[config.mk]
export PLATFORM = sky130hd
export DESIGN_NAME = playback_scheduler
export DESIGN_NICKNAME = d
export VERILOG_FILES = /design/src/rtl/audio_pkg.sv /design/src/rtl/sample_fifo.sv /design/src/rtl/playback_scheduler.sv
export SDC_FILE = /design/constraint.sdc
export NUM_CORES = 1
export LEC_CHECK = 0
export ABC_AREA = 1
export CAP_MARGIN = 20
export CORE_UTILIZATION = 48
export DETAILED_ROUTE_END_ITERATION = 10
export PLACE_DENSITY = 0.72
export SYNTH_ARGS = -nofsm -noshare
export SYNTH_HDL_FRONTEND = slang
export SYNTH_SLANG_ARGS = --single-unit
[constraint.sdc]
create_clock -name clk -period 2.6 [get_ports clk]
set_input_delay 0.52 -clock clk [delete_from_list [all_inputs] [get_ports clk]]
set_output_delay 0.52 -clock clk [all_outputs]
set_load 0.05 [all_outputs]
[src/rtl/audio_pkg.sv]
`default_nettype none
// ============================================================================
//  Module      : audio_pkg
//  Description : Shared types and defaults for the flash-to-codec audio
//                playback path (fetch/playback state encodings, FIFO depth).
//  Revision    : 1.0 - initial release
// ============================================================================
package audio_pkg;

    // Default sample FIFO depth in 16-bit entries (power of two, >= 4)
    localparam int c_fifo_depth_default = 8;

    // Flash fetch state machine
    typedef enum logic [1:0] {
        F_IDLE = 2'd0,
        F_REQ  = 2'd1,
        F_WAIT = 2'd2
    } fetch_state_t;

    // Codec playback state machine
    typedef enum logic [0:0] {
        P_IDLE  = 1'b0,
        P_WRITE = 1'b1
    } play_state_t;

endpackage
`default_nettype wire

[src/rtl/sample_fifo.sv]
`default_nettype none
// ============================================================================
//  Module      : sample_fifo
//  Description : 16-bit sample FIFO that accepts two entries per push (low
//                half then high half of a flash word) and releases one entry
//                per pop. Head entry is presented combinationally.
//  Revision    : 1.0 - initial release
// ============================================================================
module sample_fifo
    import audio_pkg::*;
#(
    parameter int DEPTH = c_fifo_depth_default
) (
    input  logic                   clk,
    input  logic                   reset,
    input  logic                   flush,
    input  logic                   push2,
    input  logic [15:0]            push_lo,
    input  logic [15:0]            push_hi,
    input  logic                   pop,
    output logic [15:0]            pop_data,
    output logic [$clog2(DEPTH):0] count
);

    localparam int c_aw = $clog2(DEPTH);

    logic [15:0]     r_mem [DEPTH];
    logic [c_aw-1:0] r_wr_ptr;
    logic [c_aw-1:0] r_rd_ptr;
    logic [c_aw:0]   r_count;
    logic [c_aw-1:0] w_wr_ptr_p1;

    // Depth is a power of two, so pointer arithmetic wraps for free
    assign w_wr_ptr_p1 = r_wr_ptr + c_aw'(1);

    // Storage: both halves of a flash word land in consecutive slots
    always_ff @(posedge clk) begin
        if (push2) begin
            r_mem[r_wr_ptr]    <= push_lo;
            r_mem[w_wr_ptr_p1] <= push_hi;
        end
    end

    // Pointers and occupancy; a push and a pop in one cycle nets +1
    always_ff @(posedge clk) begin
        if (reset || flush) begin
            r_wr_ptr <= '0;
            r_rd_ptr <= '0;
            r_count  <= '0;
        end else begin
            if (push2) begin
                r_wr_ptr <= r_wr_ptr + c_aw'(2);
            end
            if (pop) begin
                r_rd_ptr <= r_rd_ptr + c_aw'(1);
            end
            r_count <= r_count + (push2 ? (c_aw+1)'(2) : '0) - (pop ? (c_aw+1)'(1) : '0);
        end
    end

    assign pop_data = r_mem[r_rd_ptr];
    assign count    = r_count;

endmodule
`default_nettype wire

[src/rtl/playback_scheduler.sv]
`default_nettype none
// ============================================================================
//  Module      : playback_scheduler
//  Description : Streams 16-bit audio samples from an Avalon-MM flash into a
//                codec DAC. A fetch FSM keeps the sample FIFO topped up one
//                32-bit word at a time; a playback FSM pops one sample per
//                sample_tick and handshakes it into the codec.
//  Revision    : 1.0 - initial release
// ============================================================================
module playback_scheduler
    import audio_pkg::*;
#(
    parameter logic [22:0] START_ADDR = 23'h000000,
    parameter logic [22:0] END_ADDR   = 23'h07FFFF,
    parameter int          FIFO_DEPTH = c_fifo_depth_default
) (
    input  logic        clk,
    input  logic        reset,
    input  logic        sample_tick,
    input  logic        start,
    input  logic        pause,
    output logic        flash_mem_read,
    output logic [22:0] flash_mem_address,
    output logic [3:0]  flash_mem_byteenable,
    input  logic        flash_mem_waitrequest,
    input  logic [31:0] flash_mem_readdata,
    input  logic        flash_mem_readdatavalid,
    input  logic        codec_write_ready,
    output logic        codec_write,
    output logic [15:0] codec_data,
    output logic        playing,
    output logic        underrun
);

    localparam int c_cw = $clog2(FIFO_DEPTH) + 1;

    fetch_state_t    r_fetch_state;
    fetch_state_t    w_fetch_next;
    play_state_t     r_play_state;
    play_state_t     w_play_next;
    logic [22:0]     r_addr;
    logic            r_abort;       // start dropped while a transaction was in flight
    logic [15:0]     r_codec_data;
    logic            r_underrun;
    logic            w_playing;
    logic            w_flush;
    logic            w_avail;
    logic            w_tick_ok;
    logic            w_pop;
    logic            w_push;
    logic            w_fetch_go;
    logic [15:0]     w_fifo_data;
    logic [c_cw-1:0] w_count;
    logic [c_cw:0]   w_free;

    assign w_playing  = start & ~pause;
    // Rewind only once the bus is quiet, so an in-flight word is never half-kept
    assign w_flush    = (r_fetch_state == F_IDLE) && (!start || r_abort);
    assign w_avail    = (w_count != '0) && !w_flush;
    assign w_tick_ok  = (r_play_state == P_IDLE) && sample_tick && w_playing;
    assign w_pop      = w_tick_ok && w_avail;
    // Free space counts an entry leaving this very cycle
    assign w_free     = (c_cw+1)'(FIFO_DEPTH) - {1'b0, w_count} + {{c_cw{1'b0}}, w_pop};
    assign w_fetch_go = start && (w_free >= (c_cw+1)'(2));
    assign w_push     = (r_fetch_state == F_WAIT) && flash_mem_readdatavalid && start && !r_abort;

    sample_fifo #(
        .DEPTH (FIFO_DEPTH)
    ) u_fifo (
        .clk      (clk),
        .reset    (reset),
        .flush    (w_flush),
        .push2    (w_push),
        .push_lo  (flash_mem_readdata[15:0]),
        .push_hi  (flash_mem_readdata[31:16]),
        .pop      (w_pop),
        .pop_data (w_fifo_data),
        .count    (w_count)
    );

    // State registers for both FSMs
    always_ff @(posedge clk) begin
        if (reset) begin
            r_fetch_state <= F_IDLE;
            r_play_state  <= P_IDLE;
        end else begin
            r_fetch_state <= w_fetch_next;
            r_play_state  <= w_play_next;
        end
    end

    // Fetch FSM: one single-word read outstanding at a time
    always_comb begin
        w_fetch_next = r_fetch_state;
        case (r_fetch_state)
            F_IDLE:  if (w_fetch_go)               w_fetch_next = F_REQ;
            F_REQ:   if (!flash_mem_waitrequest)   w_fetch_next = F_WAIT;
            F_WAIT:  if (flash_mem_readdatavalid)  w_fetch_next = F_IDLE;
            default:                               w_fetch_next = F_IDLE;
        endcase
    end

    // Playback FSM: hold the write strobe until the codec takes the sample
    always_comb begin
        w_play_next = r_play_state;
        case (r_play_state)
            P_IDLE:  if (w_pop)             w_play_next = P_WRITE;
            P_WRITE: if (codec_write_ready) w_play_next = P_IDLE;
            default:                        w_play_next = P_IDLE;
        endcase
    end

    // Address, abort tracking, output sample and underrun pulse
    always_ff @(posedge clk) begin
        if (reset) begin
            r_addr       <= START_ADDR;
            r_abort      <= 1'b0;
            r_codec_data <= '0;
            r_underrun   <= 1'b0;
        end else begin
            r_underrun <= w_tick_ok && !w_avail;
            if (w_pop) begin
                r_codec_data <= w_fifo_data;
            end
            if (w_flush) begin
                r_addr <= START_ADDR;
            end else if (w_push) begin
                r_addr <= (r_addr == END_ADDR) ? START_ADDR : r_addr + 23'd1;
            end
            if (r_fetch_state == F_IDLE) begin
                r_abort <= 1'b0;
            end else if (!start) begin
                r_abort <= 1'b1;
            end
        end
    end

    // Outputs are forced quiet while reset is held, even mid-transaction
    assign flash_mem_read       = !reset && (r_fetch_state == F_REQ);
    assign flash_mem_address    = reset ? START_ADDR : r_addr;
    assign flash_mem_byteenable = 4'hF;
    assign codec_write          = !reset && (r_play_state == P_WRITE);
    assign codec_data           = reset ? 16'h0000 : r_codec_data;
    assign playing              = !reset && w_playing;
    assign underrun             = !reset && r_underrun;

endmodule
`default_nettype wire

# Word-level counts from Yosys, hierarchy flattened
# Memory sizes are Yosys's and may differ from the RTL's. A register that Yosys moved wholly into a read port is not among the register bits.
# Index checks and enable logic that the tools add are counted.
dict set report classes {
  order_cmp 1
  addsub 8
  n_mul 0
  div_mod_pow 0
  shifts 0
  n_reduce_logical 26
  n_mux 14
  eq_ne 6
  bitwise 3
}
# operator count
set op_table {}
lappend op_table {{two-way mux 23 bit} 2}
lappend op_table {{adder 23 x 1 -> 23 bit, second input constant} 1}
lappend op_table {{== test 23 x 19 -> 1 bit, second input constant} 1}
lappend op_table {{two-way mux 16 bit} 1}
lappend op_table {{logical AND 1 bit} 14}
lappend op_table {{two-way mux 2 bit} 4}
lappend op_table {{adder 3 x 1 -> 3 bit, second input constant} 2}
lappend op_table {{inequality test 2 bit, second input constant} 3}
lappend op_table {{case mux 2 bit (3 select lines)} 1}
lappend op_table {{adder 5 x 1 -> 5 bit} 1}
lappend op_table {{greater-or-equal comparator 5 x 2 -> 1 bit, second input constant} 1}
lappend op_table {{zero test 1 bit} 5}
lappend op_table {{two-way mux 1 bit} 5}
lappend op_table {{subtractor 4 x 4 -> 5 bit, first input constant} 1}
lappend op_table {{adder 4 bit} 1}
lappend op_table {{nonzero test 4 bit} 1}
lappend op_table {{OR reduction 2 bit} 2}
lappend op_table {{subtractor 4 bit} 1}
lappend op_table {{adder 3 x 2 -> 3 bit, second input constant} 1}
lappend op_table {{AND reduction 3 bit} 1}
lappend op_table {{== test 2 x 1 -> 1 bit, second input constant} 1}
lappend op_table {{== test 2 bit, second input constant} 1}
lappend op_table {{zero test 2 bit} 1}
lappend op_table {{logical OR 1 bit} 2}
lappend op_table {{other kinds (3)} 4}
dict set report totals {
  mem_bits_ro 0
  latch_bits 0
  in_bits 40
  reg_bits 38
  output_inout_bits 47
  ramBits 128
  n_memories 1
  wordCells 67
}
# memory words word_bits rd rd_clocked_by_memory_dff write_ports line
set memory_table {}
lappend memory_table {u_fifo.r_mem 8 16 1 1 2 sample_fifo.sv:27} ;# logic [15:0] r_mem [DEPTH];

# Longest topological paths before layout
dict set report logic_depth {
  ltp_word 11
  ltp_mapped 15
  depth_no_buf 14
}

# Modules after synthesis
# A second synthesis with hierarchy kept.
dict set report hier_totals {
  cells_unflattened 992
  area_unflattened_um2 8663.3
}
# module area_each_um2 seq_area_each_um2 instances cells_per_inst
set by_module_without_submodules {}
lappend by_module_without_submodules {sample_fifo 6179.7 4083.9 1 620}
lappend by_module_without_submodules {playback_scheduler 2483.6 880.8 1 372}

# Least setup slack after synthesis
# No wires, ideal clock.
dict set report synth_timing {
  kind {input to register}
  start {in start}
  end {mem u_fifo.r_mem[0][0], enable pin}
  setup_ns 0.421
  setup_slack_ns -0.199
  t_arrival_ns 2.378
  n_path_buf 1
  required_ns 2.179
  path_stages 5
  cell_sequence {nand2_1 inv_1 nand3_2 buf_2 nor2_1}
}
# element line
set synth_lines {}
lappend synth_lines {{from (decl)} playback_scheduler.sv:20} ;# input logic start,
lappend synth_lines {{to (decl)} sample_fifo.sv:27}

# Final worst setup path
dict set report layout_timing {
  start {in start}
  end {reg r_fetch_state[0]}
}
dict set report layout_between {
  elab_chain_len 11
  word_cells_on_any_way 13
  classes_between {add/sub (1); order compare (1); eq/ne (1); bitwise (1); reduce/logical (9)}
}
# element line
set layout_rtl {}
lappend layout_rtl {{zero test 1 bit} -}
lappend layout_rtl {{logical OR 1 bit} playback_scheduler.sv:58} ;# assign w_flush = (r_fetch_state == F_IDLE) && (!start || r_abort);
lappend layout_rtl {{logical AND 1 bit} playback_scheduler.sv:58}
lappend layout_rtl {{zero test 1 bit} playback_scheduler.sv:59} ;# assign w_avail = (w_count != '0) && !w_flush;
lappend layout_rtl {{logical AND 1 bit} playback_scheduler.sv:59}
lappend layout_rtl {{logical AND 1 bit (*)} playback_scheduler.sv:61} ;# assign w_pop = w_tick_ok && w_avail;
lappend layout_rtl {{named net u_fifo.pop} sample_fifo.sv:20} ;# input logic pop,
lappend layout_rtl {{adder 5 x 1 -> 5 bit (*)} playback_scheduler.sv:63} ;# assign w_free = (c_cw+1)'(FIFO_DEPTH) - {1'b0, w_count} + {{c_cw{1'b0}}, w_pop};
lappend layout_rtl {{greater-or-equal comparator 5 x 2 -> 1 bit (*)} playback_scheduler.sv:64} ;# assign w_fetch_go = start && (w_free >= (c_cw+1)'(2));
lappend layout_rtl {{logical AND 1 bit (*)} playback_scheduler.sv:64}
lappend layout_rtl {{inequality test 2 bit (no line) (*)} -}
lappend layout_rtl {{AND reduction 3 bit (no line) (*)} -}
lappend layout_rtl {{to (signal assigned)} playback_scheduler.sv:87} ;# r_fetch_state <= w_fetch_next;
lappend layout_rtl {{to (decl)} playback_scheduler.sv:37} ;# fetch_state_t r_fetch_state;
# The timed path passes the listed nets; every way through them passes the cells marked *.
# A chain may end at the register's enable or synchronous reset.

==> reports/qor.csv <==
stage,metric,value,unit
outcome,status,finished clean,
sta,slew at the pin closest to its max-slew limit,0.6072,ns
routing,routed len/inst,14.88,um
clock_network,"Setup Fix Bufs, Post-CTS",0,
power,Leak,3.347,nW
setup_path,Setup crit start kind,primary input,
synth,yosys warns,0,
synth,Synth Flop Type,edfxtp_1,
clock_network,Worst-Skew Late Latency,0.43,ns
setup_path,critical path's largest stage delay,0.49,ns
cells_and_area,share of cells above drive strength 1,0.1364,
min_path,hold_sp,r_addr[22]$_SDFFE_PP0P_,
power,Max rail drop VDD,459.6,uV
clock_network,H-tree depth,4,
setup_path,Worst Path Buf+Inv,4,
clock_network,CTS tree,yes,
sta,Tcrit/Tclk final,0.8047,
synth,post-synth top area share,0.4925,
setup_path,peak fanout along the critical path,4,
floorplan,chip height,129.5,um
floorplan,chip width,129.5,um
synth,Post-Syn Area per Cell,9.917,sq um
setup_path,kind of critical path,primary input to register,
setup_path,Worst EP required,2.89,ns
sta,final setup vio count,0,
sta,final critical-path required period,2.092,ns
cells_and_area,Finished Cell Area,9361,sq um
global_route,initial antenna violation count,0,
synth,post-synthesis cell type count,36,
sta,RSZ-0062 raised after global routing,false,
clock_network,clk sinks,181,
sta,Clock Skew,0.008703,ns
routing,total routed wirelength,16.41,mm
setup_path,reg2reg start,u_fifo.count[2]$_SDFF_PP0_,
floorplan,I/O pin count,87,
cells_and_area,final core utilization,0.5893,
placed_design,port bufs,82,
placed_design,dpl cell area,8845,sq um
synth,Mapped Cells,787,
global_route,vias in the first global route,5193,
cells_and_area,nets@finish,928,
sta,Max Slew Vio Count,0,
synth,"FFs w/ async S/R, synth",0,
cells_and_area,diode count,0,
floorplan,Core Box Area,15890,sq um
setup_path,reg2reg end,r_fetch_state[0]$_SDFFE_PP0P_,
floorplan,Starting Density,0.4913,
synth,"Seq/Total Area, Yosys",0.6284,
routing,ANT nets after route,0,
routing,Initial DRC Count,409,
global_route,maximum number of pins on one net before global-route repair,67,
global_route,first-pass GRT wire length,26.15,mm
power,Power Density,603.3,nW/um^2
setup_path,Worst Reg2Reg Path Length in Cells,14,
setup_path,CP Capture Type,register,
global_route,grt ovf,0,
global_route,GRT Total Usage,0.2071,
routing,DRT Pass-1 Iters,5,
job,max_cap viols,0,
floorplan,Row Count,46,
synth,Post-synth EDFFs,128,
min_path,Worst Hold Path EP,r_addr[22]$_SDFFE_PP0P_,
min_path,Hold Path Class,register to register,
clock_network,post_cts resized,0,
setup_path,"slowest stage cell, crit path",clkdlybuf4s50_1,
synth,synth cell count leaders,"nor2_1 (182), edfxtp_1 (128), nand2_1 (92), o21ai_0 (71), inv_1 (68)",
routing,drt drc,0,
sta,"Hold Violations, Final",0,
clock_network,clock root cell,clkbuf_16,
synth,"top cells by area, synth","edfxtp_1 (49%), dfxtp_1 (14%), nor2_1 (8.8%), o21ai_0 (4.6%), nand2_1 (4.4%)",
setup_path,crit-path leading delay family,buffers and inverters,
sta,FMAX,477.9,MHz
sta,Slew headroom,0.5952,
clock_network,CTS Hold Bufs,0,
floorplan,Die Area,16770,sq um
routing,vias per inst,5.037,
clock_network,Clock Path Buffers,2,
placed_design,DP HPWL,10.56,mm
setup_path,crit-path cells,clkdlybuf4s50_1 > inv_2 > nor2_1 > nand3_1 > nor2_4 > inv_2 > ha_1 > inv_1 > ha_1 > xnor2_1 > nor2_1 > nand2_1 > o21ai_0 > a21oi_1,
synth,"count leader, synth",nor2_1,
setup_path,reg-to-reg setup timing slack,0.54,ns
synth,mapped cell area,7805,sq um
synth,Yosys reg bits,181,
clock_network,CTS Buf Count,17,
min_path,hold path depth,2,
cells_and_area,"Area growth, synth to finish",19.94,%
synth,Yosys top cell by area,edfxtp_1,
routing,DR vias,5556,
setup_path,Worst Path Arrival,2.38,ns
placed_design,GPL Wtd Cong,0.8293,
clock_network,clock transition at the registers of the reported paths,0.06,ns
power,Pwr Total,5.648,mW
[cell families after synthesis]
group           after synthesis  share of synthesized area
compound gates              122                    0.08993
xor+xnor                      9                    0.01010
fa+ha+maj                    14                    0.02341
buf+inv                     114                    0.06060
flops                       181                     0.6284
other cells                   1                  0.0004805
simple gates                346                     0.1871
[flip-flops by register name (all words and copies together) (netlist names)]
name             cells
r_abort              1
r_codec_data        16
u_fifo.r_rd_ptr      3
u_fifo.r_mem       128
r_addr              23
r_fetch_state        2
r_underrun           1
u_fifo.count         4
u_fifo.r_wr_ptr      2
r_play_state         1
[where the power goes]
group | total (mW) | switching (mW) | leakage, nW | internal, mW
registers | 3.11 | 0.0124 | 1.58 | 3.10
clock network | 2.27 | 1.06 | 0.247 | 1.22
logic | 0.260 | 0.154 | 1.52 | 0.106
total | 5.65 | 1.22 | 3.35 | 4.42
[metrics by stage]
stage	hold slack [ns]	setup slack, ns	setup TNS, ns	cells
finish	0.4798	0.5077	0	1103
global route	0.5131	0.2805	0	1103
CTS	0.4834	0.4924	0	1103
detailed placement	0.4550	0.07413	0	1071
global placement	0.4497	0.1186	0	1071
floorplan	0.4391	-0.1992	-25.50	790
[worst max path at each step]
stage / start / end / slack [ns] / depth (start not counted)
4_1_cts: reset / flash_mem_read / 0.49 / 4
5_1_grt: start / r_fetch_state[0]$_SDFFE_PP0P_ / 0.28 / 14
3_3_place_gp: start / r_fetch_state[0]$_SDFFE_PP0P_ / 0.12 / 13
3_5_place_dp: start / r_fetch_state[0]$_SDFFE_PP0P_ / 0.07 / 14
2_1_floorplan: start / u_fifo.r_mem[0][0]$_DFFE_PP_ / -0.20 / 5
6_report: start / r_fetch_state[0]$_SDFFE_PP0P_ / 0.51 / 14
[cells in the final DEF, fill, tap and decap left out, types with 2 or more instances in the layout]
cell type,instances
xor2_1,7
clkinv_4,3
dfxtp_2,2
conb_1,4
inv_6,2
o211ai_1,32
o21ai_0,71
nand3_1,39
nand2_1,92
dfxtp_1,51
clkinvlp_4,2
nand2_2,5
nor2_1,178
xnor2_1,2
o21ai_1,3
nor2_4,4
inv_2,4
nor3_2,2
nor2_2,8
nor3_1,8
clkinv_2,3
nand3_2,3
nand4_1,5
clkdlybuf4s50_1,38
buf_12,5
ha_1,13
clkinv_1,5
clkbuf_1,3
clkbuf_16,17
buf_4,60
edfxtp_1,128
a21oi_1,12
inv_1,68
[tightest hold or removal path: cells and delay by family (launching register included)]
kind | cells | cell delay (ns)
DFF | 1 | 0.31
AOI/OAI and AO/OA | 1 | 0.05
and+or+nand+nor | 1 | 0.07
[cell type report]
type                    count  area (sq um)
clock buffers              20         436.7
clock inverters            12         80.08
fillers                  1357          6524
inverters                  75         282.8
multi-input cells         495          2449
flip-flops and latches    181          4907
well taps                 216         270.3
repair buffers            104         935.9
[layer usage]
layer | part of all wire | GRT usage | vias up
li1 | - | - | 2808
met1 | 0.45 | 0.2703 | 2599
met2 | 0.49 | 0.3466 | 136
met3 | 0.053 | 0.04418 | 13
met4 | 0.0087 | 0.06498 | 0
met5 | 0 | 0 | -
Power figures use the tool's default switching activity.
